<file path="config.mk">
export PLATFORM = sky130hd
export DESIGN_NAME = pwm_dead_time_driver
export DESIGN_NICKNAME = d
export VERILOG_FILES = /design/src/rtl/pwm_pkg.sv /design/src/rtl/pwm_dead_time_fsm.sv /design/src/rtl/pwm_dead_time_driver.sv
export SDC_FILE = /design/constraint.sdc
export NUM_CORES = 1
export LEC_CHECK = 0
export ABC_AREA = 0
export BUFFER_PORTS_ARGS = -buffer_cell sky130_fd_sc_hd__buf_2
export CORE_MARGIN = 2
export CORE_UTILIZATION = 33
export CTS_BUF_LIST = sky130_fd_sc_hd__clkbuf_4 sky130_fd_sc_hd__clkbuf_8
export CTS_CLUSTER_SIZE = 16
export DETAILED_ROUTE_END_ITERATION = 10
export GPL_ROUTABILITY_DRIVEN = 0
export PLACE_DENSITY = 0.62
export SYNTH_ARGS = -nofsm -noshare
export SYNTH_HDL_FRONTEND = slang
export SYNTH_SLANG_ARGS = --single-unit
</file>
<file path="constraint.sdc">
create_clock -name sysclk -period 2.3 [get_ports sysclk]
set_clock_uncertainty 0.15 [all_clocks]
set_input_delay 0.115 -clock sysclk [delete_from_list [all_inputs] [get_ports sysclk]]
set_output_delay 0.115 -clock sysclk [all_outputs]
set_load 0.01 [all_outputs]
</file>
<file path="src/rtl/pwm_pkg.sv">
// pwm_pkg
// Shared definitions for the PWM output stage and the sine-table duty
// stage that feeds it.
//   PWM_PERIOD  : PWM period in prescaled ticks (duty 0..PWM_PERIOD).
//   DUTY_W      : width of the duty word, wide enough to hold PWM_PERIOD.
//   pwm_state_t : states of the half-bridge dead-time sequencer.
package pwm_pkg;

    localparam int PWM_PERIOD = 64;
    localparam int DUTY_W     = 7;

    // ST_DT_LH / ST_DT_HL are the both-off gaps on the way low->high and
    // high->low respectively.
    typedef enum logic [2:0] {
        ST_OFF   = 3'd0,
        ST_LO    = 3'd1,
        ST_DT_LH = 3'd2,
        ST_HI    = 3'd3,
        ST_DT_HL = 3'd4
    } pwm_state_t;

endpackage

</file>
<file path="src/rtl/pwm_dead_time_fsm.sv">
// pwm_dead_time_fsm
// Turns the raw PWM comparison into a complementary gate-drive pair with a
// both-off gap of DEAD_TIME sysclk cycles at every commutation.
// Ports:
//   sysclk   in  system clock, rising edge
//   rst_n    in  asynchronous active-low reset
//   enable   in  bridge runs when 1; when 0 both devices are switched off
//   raw      in  requested phase: 1 = high side, 0 = low side
//   pwm_high out high-side gate drive (registered)
//   pwm_low  out low-side gate drive (registered)
module pwm_dead_time_fsm
    import pwm_pkg::*;
#(
    parameter int DEAD_TIME = 2
) (
    input  logic sysclk,
    input  logic rst_n,
    input  logic enable,
    input  logic raw,
    output logic pwm_high,
    output logic pwm_low
);

    localparam int DT_W = (DEAD_TIME > 2) ? $clog2(DEAD_TIME) : 1;
    localparam logic [DT_W-1:0] DT_LAST = (DEAD_TIME > 0) ? DT_W'(DEAD_TIME - 1) : '0;

    pwm_state_t      state;
    pwm_state_t      next_state;
    logic [DT_W-1:0] dt_cnt;
    logic [DT_W-1:0] next_dt_cnt;

    // A dead-time state remembers which device it came from: if the request
    // flips back before the gap has elapsed, that device may resume at once
    // because the opposite one was never switched on.
    always_comb begin
        next_state  = state;
        next_dt_cnt = dt_cnt;
        if (!enable) begin
            next_state  = ST_OFF;
            next_dt_cnt = '0;
        end else begin
            case (state)
                ST_OFF: begin
                    next_dt_cnt = '0;
                    if (DEAD_TIME == 0) begin
                        next_state = raw ? ST_HI : ST_LO;
                    end else begin
                        next_state = raw ? ST_DT_LH : ST_DT_HL;
                    end
                end
                ST_LO: begin
                    if (raw) begin
                        next_dt_cnt = '0;
                        next_state  = (DEAD_TIME == 0) ? ST_HI : ST_DT_LH;
                    end
                end
                ST_DT_LH: begin
                    if (!raw) begin
                        next_state = ST_LO;
                    end else if (dt_cnt == DT_LAST) begin
                        next_state = ST_HI;
                    end else begin
                        next_dt_cnt = dt_cnt + DT_W'(1);
                    end
                end
                ST_HI: begin
                    if (!raw) begin
                        next_dt_cnt = '0;
                        next_state  = (DEAD_TIME == 0) ? ST_LO : ST_DT_HL;
                    end
                end
                ST_DT_HL: begin
                    if (raw) begin
                        next_state = ST_HI;
                    end else if (dt_cnt == DT_LAST) begin
                        next_state = ST_LO;
                    end else begin
                        next_dt_cnt = dt_cnt + DT_W'(1);
                    end
                end
                default: begin
                    next_state  = ST_OFF;
                    next_dt_cnt = '0;
                end
            endcase
        end
    end

    // Outputs are registered decodes of the next state so they change in
    // the same cycle as the state register and can never glitch.
    always_ff @(posedge sysclk or negedge rst_n) begin
        if (!rst_n) begin
            state    <= ST_OFF;
            dt_cnt   <= '0;
            pwm_high <= 1'b0;
            pwm_low  <= 1'b0;
        end else begin
            state    <= next_state;
            dt_cnt   <= next_dt_cnt;
            pwm_high <= (next_state == ST_HI);
            pwm_low  <= (next_state == ST_LO);
        end
    end

endmodule

</file>
<file path="src/rtl/pwm_dead_time_driver.sv">
// pwm_dead_time_driver
// Half-bridge PWM driver fed by the sine-table duty stage. A prescaled
// period counter is compared against a double-buffered duty shadow; the
// resulting raw phase drives a dead-time sequencer.
// Ports:
//   sysclk       in  system clock, rising edge
//   rst_n        in  asynchronous active-low reset
//   enable       in  run when 1; when 0 bridge off and counters held at 0
//   duty_in      in  requested duty count (0..PERIOD, larger is clamped)
//   pwm_high     out high-side gate drive
//   pwm_low      out low-side gate drive
//   period_start out one-cycle pulse as the period counter enters 0
//   duty_clamped out one-cycle pulse when a loaded duty exceeded PERIOD
module pwm_dead_time_driver #(
    parameter int PERIOD    = pwm_pkg::PWM_PERIOD,
    parameter int DUTY_W    = pwm_pkg::DUTY_W,
    parameter int PRESCALE  = 1,
    parameter int DEAD_TIME = 2
) (
    input  logic              sysclk,
    input  logic              rst_n,
    input  logic              enable,
    input  logic [DUTY_W-1:0] duty_in,
    output logic              pwm_high,
    output logic              pwm_low,
    output logic              period_start,
    output logic              duty_clamped
);

    import pwm_pkg::*;

    localparam int CNT_W = (PERIOD > 2) ? $clog2(PERIOD) : 1;
    localparam int PS_W  = (PRESCALE > 2) ? $clog2(PRESCALE) : 1;

    localparam logic [CNT_W-1:0]  CNT_LAST  = CNT_W'(PERIOD - 1);
    localparam logic [PS_W-1:0]   PS_LAST   = PS_W'(PRESCALE - 1);
    localparam logic [DUTY_W-1:0] DUTY_FULL = DUTY_W'(PERIOD);

    logic [PS_W-1:0]   presc;
    logic [CNT_W-1:0]  cnt;
    logic [DUTY_W-1:0] shadow;
    logic              running;
    logic              tick;
    logic              wrap;
    logic              load;
    logic              over;
    logic              raw;

    assign tick = enable && (presc == PS_LAST);
    assign wrap = tick && (cnt == CNT_LAST);
    assign over = (duty_in > DUTY_FULL);

    // While disabled the shadow tracks duty_in every cycle, so the first
    // period after enable already uses the current request.
    assign load = !enable || wrap;

    assign raw = enable && (DUTY_W'(cnt) < shadow);

    // running marks that the previous cycle was enabled; its absence flags
    // the first cycle of a run, which also counts as a period start.
    always_ff @(posedge sysclk or negedge rst_n) begin
        if (!rst_n) begin
            presc        <= '0;
            cnt          <= '0;
            running      <= 1'b0;
            period_start <= 1'b0;
        end else if (!enable) begin
            presc        <= '0;
            cnt          <= '0;
            running      <= 1'b0;
            period_start <= 1'b0;
        end else begin
            running      <= 1'b1;
            period_start <= !running || wrap;
            if (tick) begin
                presc <= '0;
                cnt   <= wrap ? '0 : cnt + CNT_W'(1);
            end else begin
                presc <= presc + PS_W'(1);
            end
        end
    end

    // Duty is only taken at the period boundary so a mid-period step from
    // the sine stage cannot cut a pulse short.
    always_ff @(posedge sysclk or negedge rst_n) begin
        if (!rst_n) begin
            shadow       <= '0;
            duty_clamped <= 1'b0;
        end else begin
            duty_clamped <= load && over;
            if (load) begin
                shadow <= over ? DUTY_FULL : duty_in;
            end
        end
    end

    pwm_dead_time_fsm #(
        .DEAD_TIME (DEAD_TIME)
    ) u_fsm (
        .sysclk   (sysclk),
        .rst_n    (rst_n),
        .enable   (enable),
        .raw      (raw),
        .pwm_high (pwm_high),
        .pwm_low  (pwm_low)
    );

endmodule
</file>
==> impl_metrics.env, run 1 <==
export IMPL_outcome="complete, no violations"
export IMPL_cts_sinks=23
export IMPL_syn2layout_area_growth_pct=20.8
export IMPL_p_per_area_nw_per_um2=563
export IMPL_placed_cell_area_um2=1340
export IMPL_finalHoldViolations=0
export IMPL_worst_ep_arrival_time_ns=2.17
export IMPL_async_flop_share_pct=100
export IMPL_leakagePower_nw=0.732
export IMPL_grtUsageMet3_pct=2.08
export IMPL_required_ns=2.30
export IMPL_fin_area_um2=1480
export IMPL_wl_per_cell_um=12.2
export IMPL_htree_levels=1
export IMPL_synth_seq_cells=23
export IMPL_maxSlewViolCount=0
export IMPL_core_area_um2=3610
export IMPL_ir_drop_v=0.000204
export IMPL_worst_pin_slew_ns=0.528
export IMPL_cts_buffers=3
export IMPL_die_x_um=64.9
export IMPL_insertion_delay_ns=0.26
export IMPL_syn_area_um2=1220
export IMPL_start_util_pct=33.9
export IMPL_grt_first_pass_wirelength_um=4080
export IMPL_register_area_um2=576
export IMPL_dominantRegCellSynth="dfrtp_1"
export IMPL_period_minus_slack_ns=2.17
export IMPL_firstDrtPassIters=4
export IMPL_finalSetupTns_ns=0
export IMPL_grt_overflow_total=0
export IMPL_gr_usage_met2_pct=19.5
export IMPL_grt_max_degree=24
export IMPL_grt_pass1_vias=877
export IMPL_path_class="flip-flop to flip-flop"
export IMPL_portBuffers=13
export IMPL_fill_cells=348
export IMPL_end_kind="flip-flop"
export IMPL_yosysSeqAreaShare_pct=47.0
export IMPL_gr_usage_all_layers_pct=12.5
export IMPL_syn_area_per_cell_um2=10.8
export IMPL_first_iter_violations=36
export IMPL_syn_num_nets=129
export IMPL_top_usage_layer="met2"
export IMPL_drcViolationCount=0
export IMPL_avgViaCountPerCell=4.81
export IMPL_postLayoutCoreUtil_pct=41.0
export IMPL_io_pins=14
export IMPL_cts_tree="done"
export IMPL_path_clk_slew_ns=0.08
export IMPL_ant_nets=0
export IMPL_hold_slack_ns=0.0262
export IMPL_met1_usage_pct=17.7
export IMPL_row_count=22
export IMPL_cp_max_fo=10
export IMPL_antenna_cells=0
export IMPL_max_slew_margin_rel_pct=64.8
export IMPL_drive_gt1_share_pct=16.8
export IMPL_period_share_pct=94.3
export IMPL_nets=154
export IMPL_wirelength_um=2260
export IMPL_postCtsSetupBuffers=0
export IMPL_synth_distinct_cells=35
export IMPL_multiInputGateArea_um2=614
export IMPL_clock_fmax_mhz=461
export IMPL_p_total_mw=0.831
export IMPL_syn_inst=113
export IMPL_finalSetupViolations=0
export IMPL_clock_root_buffer="clkbuf_8"
export IMPL_rsz0062_at_grt="false"
export IMPL_place_hpwl_um=1590
export IMPL_startpoint_type="flip-flop"
export IMPL_dieArea_um2=4210
export IMPL_die_height_um=64.9
export IMPL_drv_cap=0
export IMPL_antenna_found_initial=0
export IMPL_yosys_warnings=0
export IMPL_hp_class="input port to flip-flop"
export IMPL_synth_edf_count=0
export IMPL_vias=890
export IMPL_clock_path_buffers=2
-- worst max-delay path, cell delays in order (launching register included) --
cell,delay (ns)
dfrtp_1,0.42
ha_1,0.22
nor2b_2,0.16
and3_4,0.20
nand3_4,0.11
nand2_8,0.10
o311a_1,0.15
dlygate4sd3_1,0.55
-- logic make-up (layout without fill, tap and decap cells) --
group / Yosys count / in the layout / synth area share [%]
AO/OA/AOI/OAI: 21 / 21 / 11.8
buffers and inverters: 9 / 33 / 2.76
adder cells (fa/ha/maj): 6 / 6 / 6.13
AND/OR/NAND/NOR: 41 / 41 / 21.8
multiplexers: 8 / 8 / 7.36
flip-flops: 23 / 23 / 47.0
XOR/XNOR: 4 / 4 / 2.86
other: 1 / 1 / 0.306
-- where the power goes --
group          internal (mW)  switching, mW  total, mW
Clock                  0.121          0.125      0.246
Sequential             0.431         0.0231      0.454
Combinational         0.0635         0.0679      0.131
Total                  0.615          0.216      0.831
-- Yosys cell counts (3+ instances only) --
master | n | share of area [%]
ha_1 | 6 | 6.1
nand3_1 | 5 | 2.0
nor2_1 | 6 | 1.8
nor2b_1 | 7 | 3.6
a21o_1 | 3 | 1.8
nand2_1 | 4 | 1.2
mux2i_1 | 6 | 4.9
and3_1 | 3 | 1.5
nand2b_1 | 7 | 3.6
a21oi_1 | 6 | 2.5
inv_1 | 7 | 2.1
dfrtp_1 | 23 | 47
-- stage by stage --
step                instances  worst slack [ns]
CTS                       185             0.120
global route              185            0.0275
global placement          172             0.438
floorplan                 113             0.601
finish                    185             0.132
detailed placement        172             0.419
-- state kept, by name, indices dropped and copies added, names as in the netlist --
| signal | count |
|---|---|
| u_fsm.pwm_high | 1 |
| period_start | 1 |
| presc | 1 |
| cnt | 6 |
| u_fsm.state | 3 |
| u_fsm.dt_cnt | 1 |
| running | 1 |
| duty_clamped | 1 |
| u_fsm.pwm_low | 1 |
| shadow | 7 |
-- metal layers --
| metal | part of all wire [%] | vias to the layer above |
|---|---|---|
| met5 | 0 | - |
| met3 | 4.9 | 2 |
| met1 | 51 | 423 |
| met2 | 43 | 23 |
| met4 | 0.49 | 0 |
| li1 | - | 442 |
-- worst paths after layout --
kind	slack (ns)	from	end	cells after the start
setup / recovery	0.13	cnt[0]	duty_clamped	7
hold / removal	0.03	duty_in[6]	shadow[6]	2
setup reg to reg	0.13	cnt[0]	duty_clamped	7
hold reg to reg	0.28	running	period_start	1
max in group asynchronous	1.44	rst_n	presc	2
min in group asynchronous	0.21	rst_n	shadow[3]	2
-- cell type report --
type / instances / area share (%)
clock buffers: 3 / 2.79
clock inverters: 1 / 0.339
inverters: 7 / 1.78
multi-input cells: 81 / 41.6
flip-flops and latches: 23 / 38.9
repair buffers: 22 / 10.5
well taps: 48 / 4.06
-- cells in the final DEF, fill, tap and decap left out, drive strengths merged, types with 2 or more instances in the layout --
cell,n
nor2b,8
a21o,3
dfrtp,23
o2111ai,2
dlygate4sd3,9
a21oi,6
inv,7
nand2b,7
nand3,6
xor2,2
and3,4
nor2,6
mux2,2
o21bai,2
o21ai,2
xnor2,2
clkbuf,3
mux2i,6
buf,13
ha,6
nand2,5
-- timing repair --
action | in CTS | in global routing
endpoints found under the setup margin | 0 | 0
hold endpoints to repair | 30 | 0
hold buffers | 9 | 0
gates resized for setup | 0 | 0
Note: power is estimated with default switching activity, not from simulation.
==> inputs of run 2 (changes only) <==
SYNTH_HIERARCHICAL = 1   (was default)
==> run 2 against run 1 <==
Sequential share of layout area shrank 1.9 points. Final area grew 5.0%. Via count grew 9.6%. Critical path type is now input port to flip-flop. Final cell count grew 3.2%. Flip-flop and latch count is the same. Largest power group unchanged. Combinational power grew 23%. Global-route usage grew 0.75 points. Synthesized cell count is the same. Highest routed layer unchanged. Worst setup slack gained 0.00099 ns. First-iteration DRC count shrank 2.8%.
==> impl_metrics.env, run 2 <==
export IMPL_end_kind="flip-flop"
export IMPL_wirelength_um=2470
export IMPL_hold_path_end="shadow[6]"
export IMPL_die_x_um=65.8
export IMPL_finalNonFillerCells=191
export IMPL_drive_gt1_share_pct=24.5
export IMPL_final_common_cell="dfrtp_1"
export IMPL_r2r_cells=7
export IMPL_synth_area_top_cells="dfrtp_1, ha_1, mux2i_1"
export IMPL_leakagePower_nw=0.758
export IMPL_start_util_pct=34.4
export IMPL_place_hpwl_um=1730
export IMPL_outcome="complete, no violations"
export IMPL_grt_pass1_vias=937
export IMPL_p_total_mw=0.871
export IMPL_synth_distinct_cells=43
export IMPL_vias=975
export IMPL_first_iter_violations=35
export IMPL_finalSetupViolations=0
export IMPL_synth_top_cells_by_count="dfrtp_1, inv_1, nand2b_1, ha_1, mux2i_1"
export IMPL_antenna_found_initial=0
export IMPL_crit_top_cell="dlygate4sd3_1"
export IMPL_period_minus_slack_ns=2.17
export IMPL_ir_drop_v=0.000444
export IMPL_rsz0062_at_grt="false"
export IMPL_cts_buffers=3
export IMPL_p_per_area_nw_per_um2=562
export IMPL_yosys_warnings=6
export IMPL_clock_path_buffers=2
export IMPL_io_pins=14
export IMPL_hold_start="duty_in[6]"
export IMPL_firstDrtPassIters=4
export IMPL_critPathMaxStageDelay_ns=0.55
export IMPL_hp_class="input port to flip-flop"
export IMPL_synth_seq_cells=23
export IMPL_worst_pin_slew_ns=0.515
export IMPL_largest_registers="shadow x7, cnt x6, u_fsm/state x3"
export IMPL_ant_nets=0
export IMPL_critPathBufInv=3
export IMPL_antenna_cells=0
export IMPL_grt_first_pass_wirelength_um=4330
export IMPL_row_count=22
export IMPL_startpoint_type="input port"
export IMPL_dieArea_um2=4330
export IMPL_syn_num_nets=129
export IMPL_dominantRegCellSynth="dfrtp_1"
export IMPL_cts_sinks=23
export IMPL_dp_cells=173
export IMPL_cts_resized=0
export IMPL_core_area_um2=3660
export IMPL_cp_max_fo=2
export IMPL_r2r_start="cnt[5]"
export IMPL_final_cell_mix="dfrtp_1, buf_2, dlygate4sd3_1"
export IMPL_holdPathStages=2
export IMPL_worst_ep_arrival_time_ns=2.18
export IMPL_finalSetupTns_ns=0
export IMPL_seq_power_share_pct=52.5
export IMPL_required_ns=2.31
export IMPL_yosysMostFrequentCell="dfrtp_1"
export IMPL_wl_per_cell_um=12.9
export IMPL_switchingPower_mw=0.236
export IMPL_cts_tree="done"
export IMPL_path_cells="dlygate4sd3_1 > buf_2 > or4_1 > o311a_2 > dlygate4sd3_1"
export IMPL_pwr_share_comb_pct=18.4
export IMPL_netlist_area_leader_share_pct=45.6
export IMPL_clock_root_buffer="clkbuf_8"
export IMPL_period_share_pct=94.2
export IMPL_maxSlewViolCount=0
export IMPL_critical_path_top_delay_family="buffers and inverters"
export IMPL_syn_area_per_cell_um2=11.2
export IMPL_yosys_area_top_type="dfrtp_1"
export IMPL_max_slew_margin_rel_pct=65.6
export IMPL_syn2layout_area_growth_pct=23.0
export IMPL_die_height_um=65.8
export IMPL_grt_max_degree=24
export IMPL_nets=160
export IMPL_avgViaCountPerCell=5.10
export IMPL_path_class="input port to flip-flop"
export IMPL_drcViolationCount=0
export IMPL_yosysSeqAreaShare_pct=45.6
export IMPL_regMostFlops="shadow"
export IMPL_portBuffers=13
export IMPL_internal_power_mw=0.635
export IMPL_clock_fmax_mhz=461
export IMPL_syn_inst=113
export IMPL_largest_reg_flops=7
export IMPL_synth_edf_count=0
export IMPL_r2r_slack_ns=0.20
export IMPL_r2r_end="u_fsm/state[0]"
export IMPL_clkPwrFrac_pct=29.1
export IMPL_gr_usage_all_layers_pct=13.3
export IMPL_grt_overflow_total=0
export IMPL_drv_cap=0
export IMPL_slowest_stage="dlygate4sd3_1"
export IMPL_syn_area_um2=1260
export IMPL_insertion_delay_ns=0.27
export IMPL_async_flop_share_pct=100
export IMPL_htree_levels=1
export IMPL_finalHoldViolations=0
export IMPL_switching_share_pct=27.1
export IMPL_path_clk_slew_ns=0.08
-- run 2: cell count changes after synthesis, moves of 3 or more --
cell and delta:
and3_1 -3, o22ai_1 +3, xor2_1 +3, nor2b_1 -4
nand3_1 -3
-- run 2: timing repair --
action                                  in CTS  in global routing
hold buffers                                 9                  0
setup buffers                                0                  5
endpoints found under the setup margin       0                  1
endpoints found under the hold margin       30                  0
-- run 2: logic make-up (layout without fill, tap and decap cells) --
group	Yosys count	after routing	synth area share (%)
other	1	1	0.297
AO/OA/AOI/OAI	21	21	12.9
multiplexers	9	9	8.04
XOR/XNOR	5	5	3.47
adder cells (fa/ha/maj)	6	6	5.95
AND/OR/NAND/NOR	38	38	20.0
flip-flops	23	23	45.6
buffers and inverters	10	40	3.67
-- run 2: through the flow --
step           area, µm²  hold WS (ns)  utilization (%)  worst slack (ns)
6_report            1550        0.0108             42.4             0.133
5_1_grt             1550        0.0185             42.4             0.107
4_1_cts             1510       0.00677             41.4            0.0538
3_5_place_dp        1380       -0.0232             37.6             0.216
3_3_place_gp        1380       -0.0327             37.6             0.331
2_1_floorplan       1260        -0.331                -             0.348
-- run 2: power groups by stage --
stage	clock network, mW	registers, mW	logic (mW)
2_1_floorplan	0	0.459	0.103
3_3_place_gp	0	0.462	0.136
3_5_place_dp	0	0.464	0.143
4_1_cts	0.264	0.457	0.155
5_1_grt	0.284	0.462	0.180
6_report	0.253	0.457	0.161
-- run 2: worst max-delay path by stage --
stage | startpoint | to | depth (start not counted)
4_1_cts | cnt[0] | duty_clamped | 5
6_report | duty_in[4] | duty_clamped | 5
3_3_place_gp | cnt[4] | u_fsm/state[0] | 7
3_5_place_dp | cnt[5] | u_fsm/state[0] | 7
5_1_grt | cnt[4] | u_fsm/state[0] | 7
2_1_floorplan | cnt[4] | u_fsm/state[0] | 8
-- run 2: worst reg2reg max path, stage by stage, from the launching register on --
cell and delay, ns:
dfrtp_1 0.45, ha_1 0.34, and4b_1 0.19, o21ai_0 0.08, o221a_2 0.33, nor2b_1 0.17, o22ai_1 0.18, o2bb2ai_1 0.14
-- run 2: metal layers --
| layer | up-vias | GRT usage, % | wire (µm) |
|---|---|---|---|
| met5 | - | 0 | 0 |
| met4 | 0 | 4.69 | 37 |
| met3 | 4 | 3.92 | 121 |
| met2 | 36 | 20.6 | 1180 |
| met1 | 474 | 17.6 | 1130 |
| li1 | 461 | - | - |
-- run 2: cell type report --
class / instances / area [µm²]
clock inverter: 1 / 5.00
tap: 48 / 60.1
inverter: 8 / 30.0
fill: 353 / 2110
multi-input combinational: 80 / 639
timing repair buffer: 28 / 200
sequential: 23 / 576
clock buffer: 3 / 41.3
==> inputs of run 3 (changes only) <==
CORE_ASPECT_RATIO = 0.5   (was default)
CORE_UTILIZATION = 35   (was 33)
PLACE_DENSITY = 0.64   (was 0.62)
RECOVER_POWER = 50   (was default)
==> run 3 against run 2 <==
First-iteration DRC count decreased by 40%. Power increased by 0.71%. Sequential share of layout area decreased by 0.27 points. Utilization increased by 3.1 points. Global-route usage increased by 0.13 points. Via count decreased by 6.3%. Register-to-register slack improved by 0.02 ns. Die area decreased by 4.7%. Largest cell class unchanged. Highest routed layer unchanged.
==> impl_metrics.env, run 3 (synthesized netlist as in run 2, its figures left out) <==
export IMPL_row_count=15
export IMPL_cts_tree="done"
export IMPL_largest_reg_flops=7
export IMPL_required_ns=2.29
export IMPL_die_height_um=46.4
export IMPL_fill_cells=301
export IMPL_die_x_um=88.9
export IMPL_ant_nets=0
export IMPL_critPathBufInv=3
export IMPL_dieArea_um2=4130
export IMPL_placed_cell_area_um2=1380
export IMPL_cts_buffers=3
export IMPL_insertion_delay_ns=0.26
export IMPL_path_clk_slew_ns=0.08
export IMPL_worst_ep_arrival_time_ns=2.20
export IMPL_avgViaCountPerCell=4.69
export IMPL_start_util_pct=36.7
export IMPL_worst_pin_slew_ns=1.22
export IMPL_wl_per_cell_um=12.4
export IMPL_rsz0062_at_grt="false"
export IMPL_place_hpwl_um=1630
export IMPL_period_minus_slack_ns=2.21
export IMPL_antenna_cells=0
export IMPL_slowest_stage="dlygate4sd3_1"
export IMPL_clock_path_buffers=2
export IMPL_clock_root_buffer="clkbuf_8"
export IMPL_hp_class="input port to flip-flop"
export IMPL_finalSetupTns_ns=0
export IMPL_syn2layout_area_growth_pct=23.9
export IMPL_core_area_um2=3430
export IMPL_regMostFlops="shadow"
export IMPL_antenna_found_initial=0
export IMPL_p_total_mw=0.877
export IMPL_first_iter_violations=21
export IMPL_final_cell_mix="dfrtp_1, buf_2, dlygate4sd3_1"
export IMPL_grt_pass1_vias=836
export IMPL_firstDrtPassIters=4
export IMPL_max_slew_margin_rel_pct=18.6
export IMPL_grt_max_degree=24
export IMPL_drive_gt1_share_pct=23.6
export IMPL_period_share_pct=96.2
export IMPL_finalHoldViolations=0
export IMPL_fin_area_um2=1560
export IMPL_drv_cap=0
export IMPL_critPathMaxStageDelay_ns=0.57
export IMPL_ir_drop_v=0.000165
export IMPL_gr_usage_all_layers_pct=13.4
export IMPL_wirelength_um=2420
export IMPL_cp_max_fo=2
export IMPL_startpoint_type="input port"
export IMPL_p_per_area_nw_per_um2=561
export IMPL_postLayoutCoreUtil_pct=45.5
export IMPL_crit_top_cell="dlygate4sd3_1"
export IMPL_outcome="complete, no violations"
export IMPL_finalSetupViolations=0
export IMPL_maxSlewViolCount=0
export IMPL_grt_first_pass_wirelength_um=4030
export IMPL_drcViolationCount=0
export IMPL_largest_registers="shadow x7, cnt x6, u_fsm/state x3"
export IMPL_htree_levels=1
export IMPL_cts_sinks=23
export IMPL_path_class="input port to flip-flop"
export IMPL_portBuffers=13
export IMPL_hold_slack_ns=0.0280
export IMPL_critical_path_top_delay_family="buffers and inverters"
export IMPL_io_pins=14
export IMPL_multiInputGateArea_um2=639
export IMPL_register_area_um2=576
export IMPL_end_kind="flip-flop"
export IMPL_grt_overflow_total=0
export IMPL_final_common_cell="dfrtp_1"
export IMPL_vias=914
export IMPL_nets=161
export IMPL_path_cells="dlygate4sd3_1 > buf_2 > or4_1 > o311a_2 > dlygate4sd3_1"
export IMPL_leakagePower_nw=0.758
export IMPL_clock_fmax_mhz=452
-- run 3: cell types whose count changed in the layout (fill, tap and decap cells not counted) --
cell | previous run | this run
clkbuf_4 | 0 | 1
clkbuf_1 | 0 | 2
buf_2 | 13 | 11
buf_4 | 6 | 7
clkinv_2 | 1 | 0
-- run 3: where the power goes --
| part | switching (mW) | leakage, nW | internal, mW | total, mW |
|---|---|---|---|---|
| registers | 0.0260 | 0.301 | 0.431 | 0.457 |
| clock network | 0.124 | 0.0262 | 0.135 | 0.260 |
| logic | 0.0774 | 0.431 | 0.0831 | 0.160 |
-- run 3: area by class of cell --
type / instances / share of cell area (%)
Multi-Input combinational cell: 80 / 40.9
Sequential cell: 23 / 36.8
Timing Repair Buffer: 29 / 13.1
Tap cell: 51 / 4.08
Clock buffer: 4 / 3.12
Inverter: 8 / 1.92
-- run 3: timing repair --
item,4_1_cts,5_1_grt
endpoints found under the hold margin,30,0
setup buffers,0,6
setup endpoints to repair,0,1
hold buffers,9,0
resized for setup,0,0
-- run 3: per-layer routing --
layer / part of all wire, % / up-vias / routed length, µm / GRT usage (%)
li1: - / 465 / - / -
met1: 47 / 439 / 1140 / 17.1
met2: 49 / 6 / 1180 / 22.4
met3: 1.9 / 4 / 46 / 3.23
met4: 1.9 / 0 / 45 / 5.45
met5: 0 / - / 0 / 0
-- run 3: final timing paths --
check | startpoint | to | slack, ns | depth (start not counted)
max | duty_in[5] | duty_clamped | 0.09 | 5
min | duty_in[6] | shadow[6] | 0.03 | 2
max reg2reg | cnt[0] | duty_clamped | 0.22 | 5
min reg2reg | shadow[1] | shadow[1] | 0.38 | 2
max in group asynchronous | rst_n | shadow[5] | 0.80 | 2
min in group asynchronous | rst_n | cnt[2] | 0.48 | 2
-- run 3: per-stage QoR --
step	setup slack, ns	cells
6_report	0.0876	195
5_1_grt	0.0469	195
4_1_cts	0.0387	189
3_5_place_dp	0.244	176
3_3_place_gp	0.331	176
2_1_floorplan	0.348	113
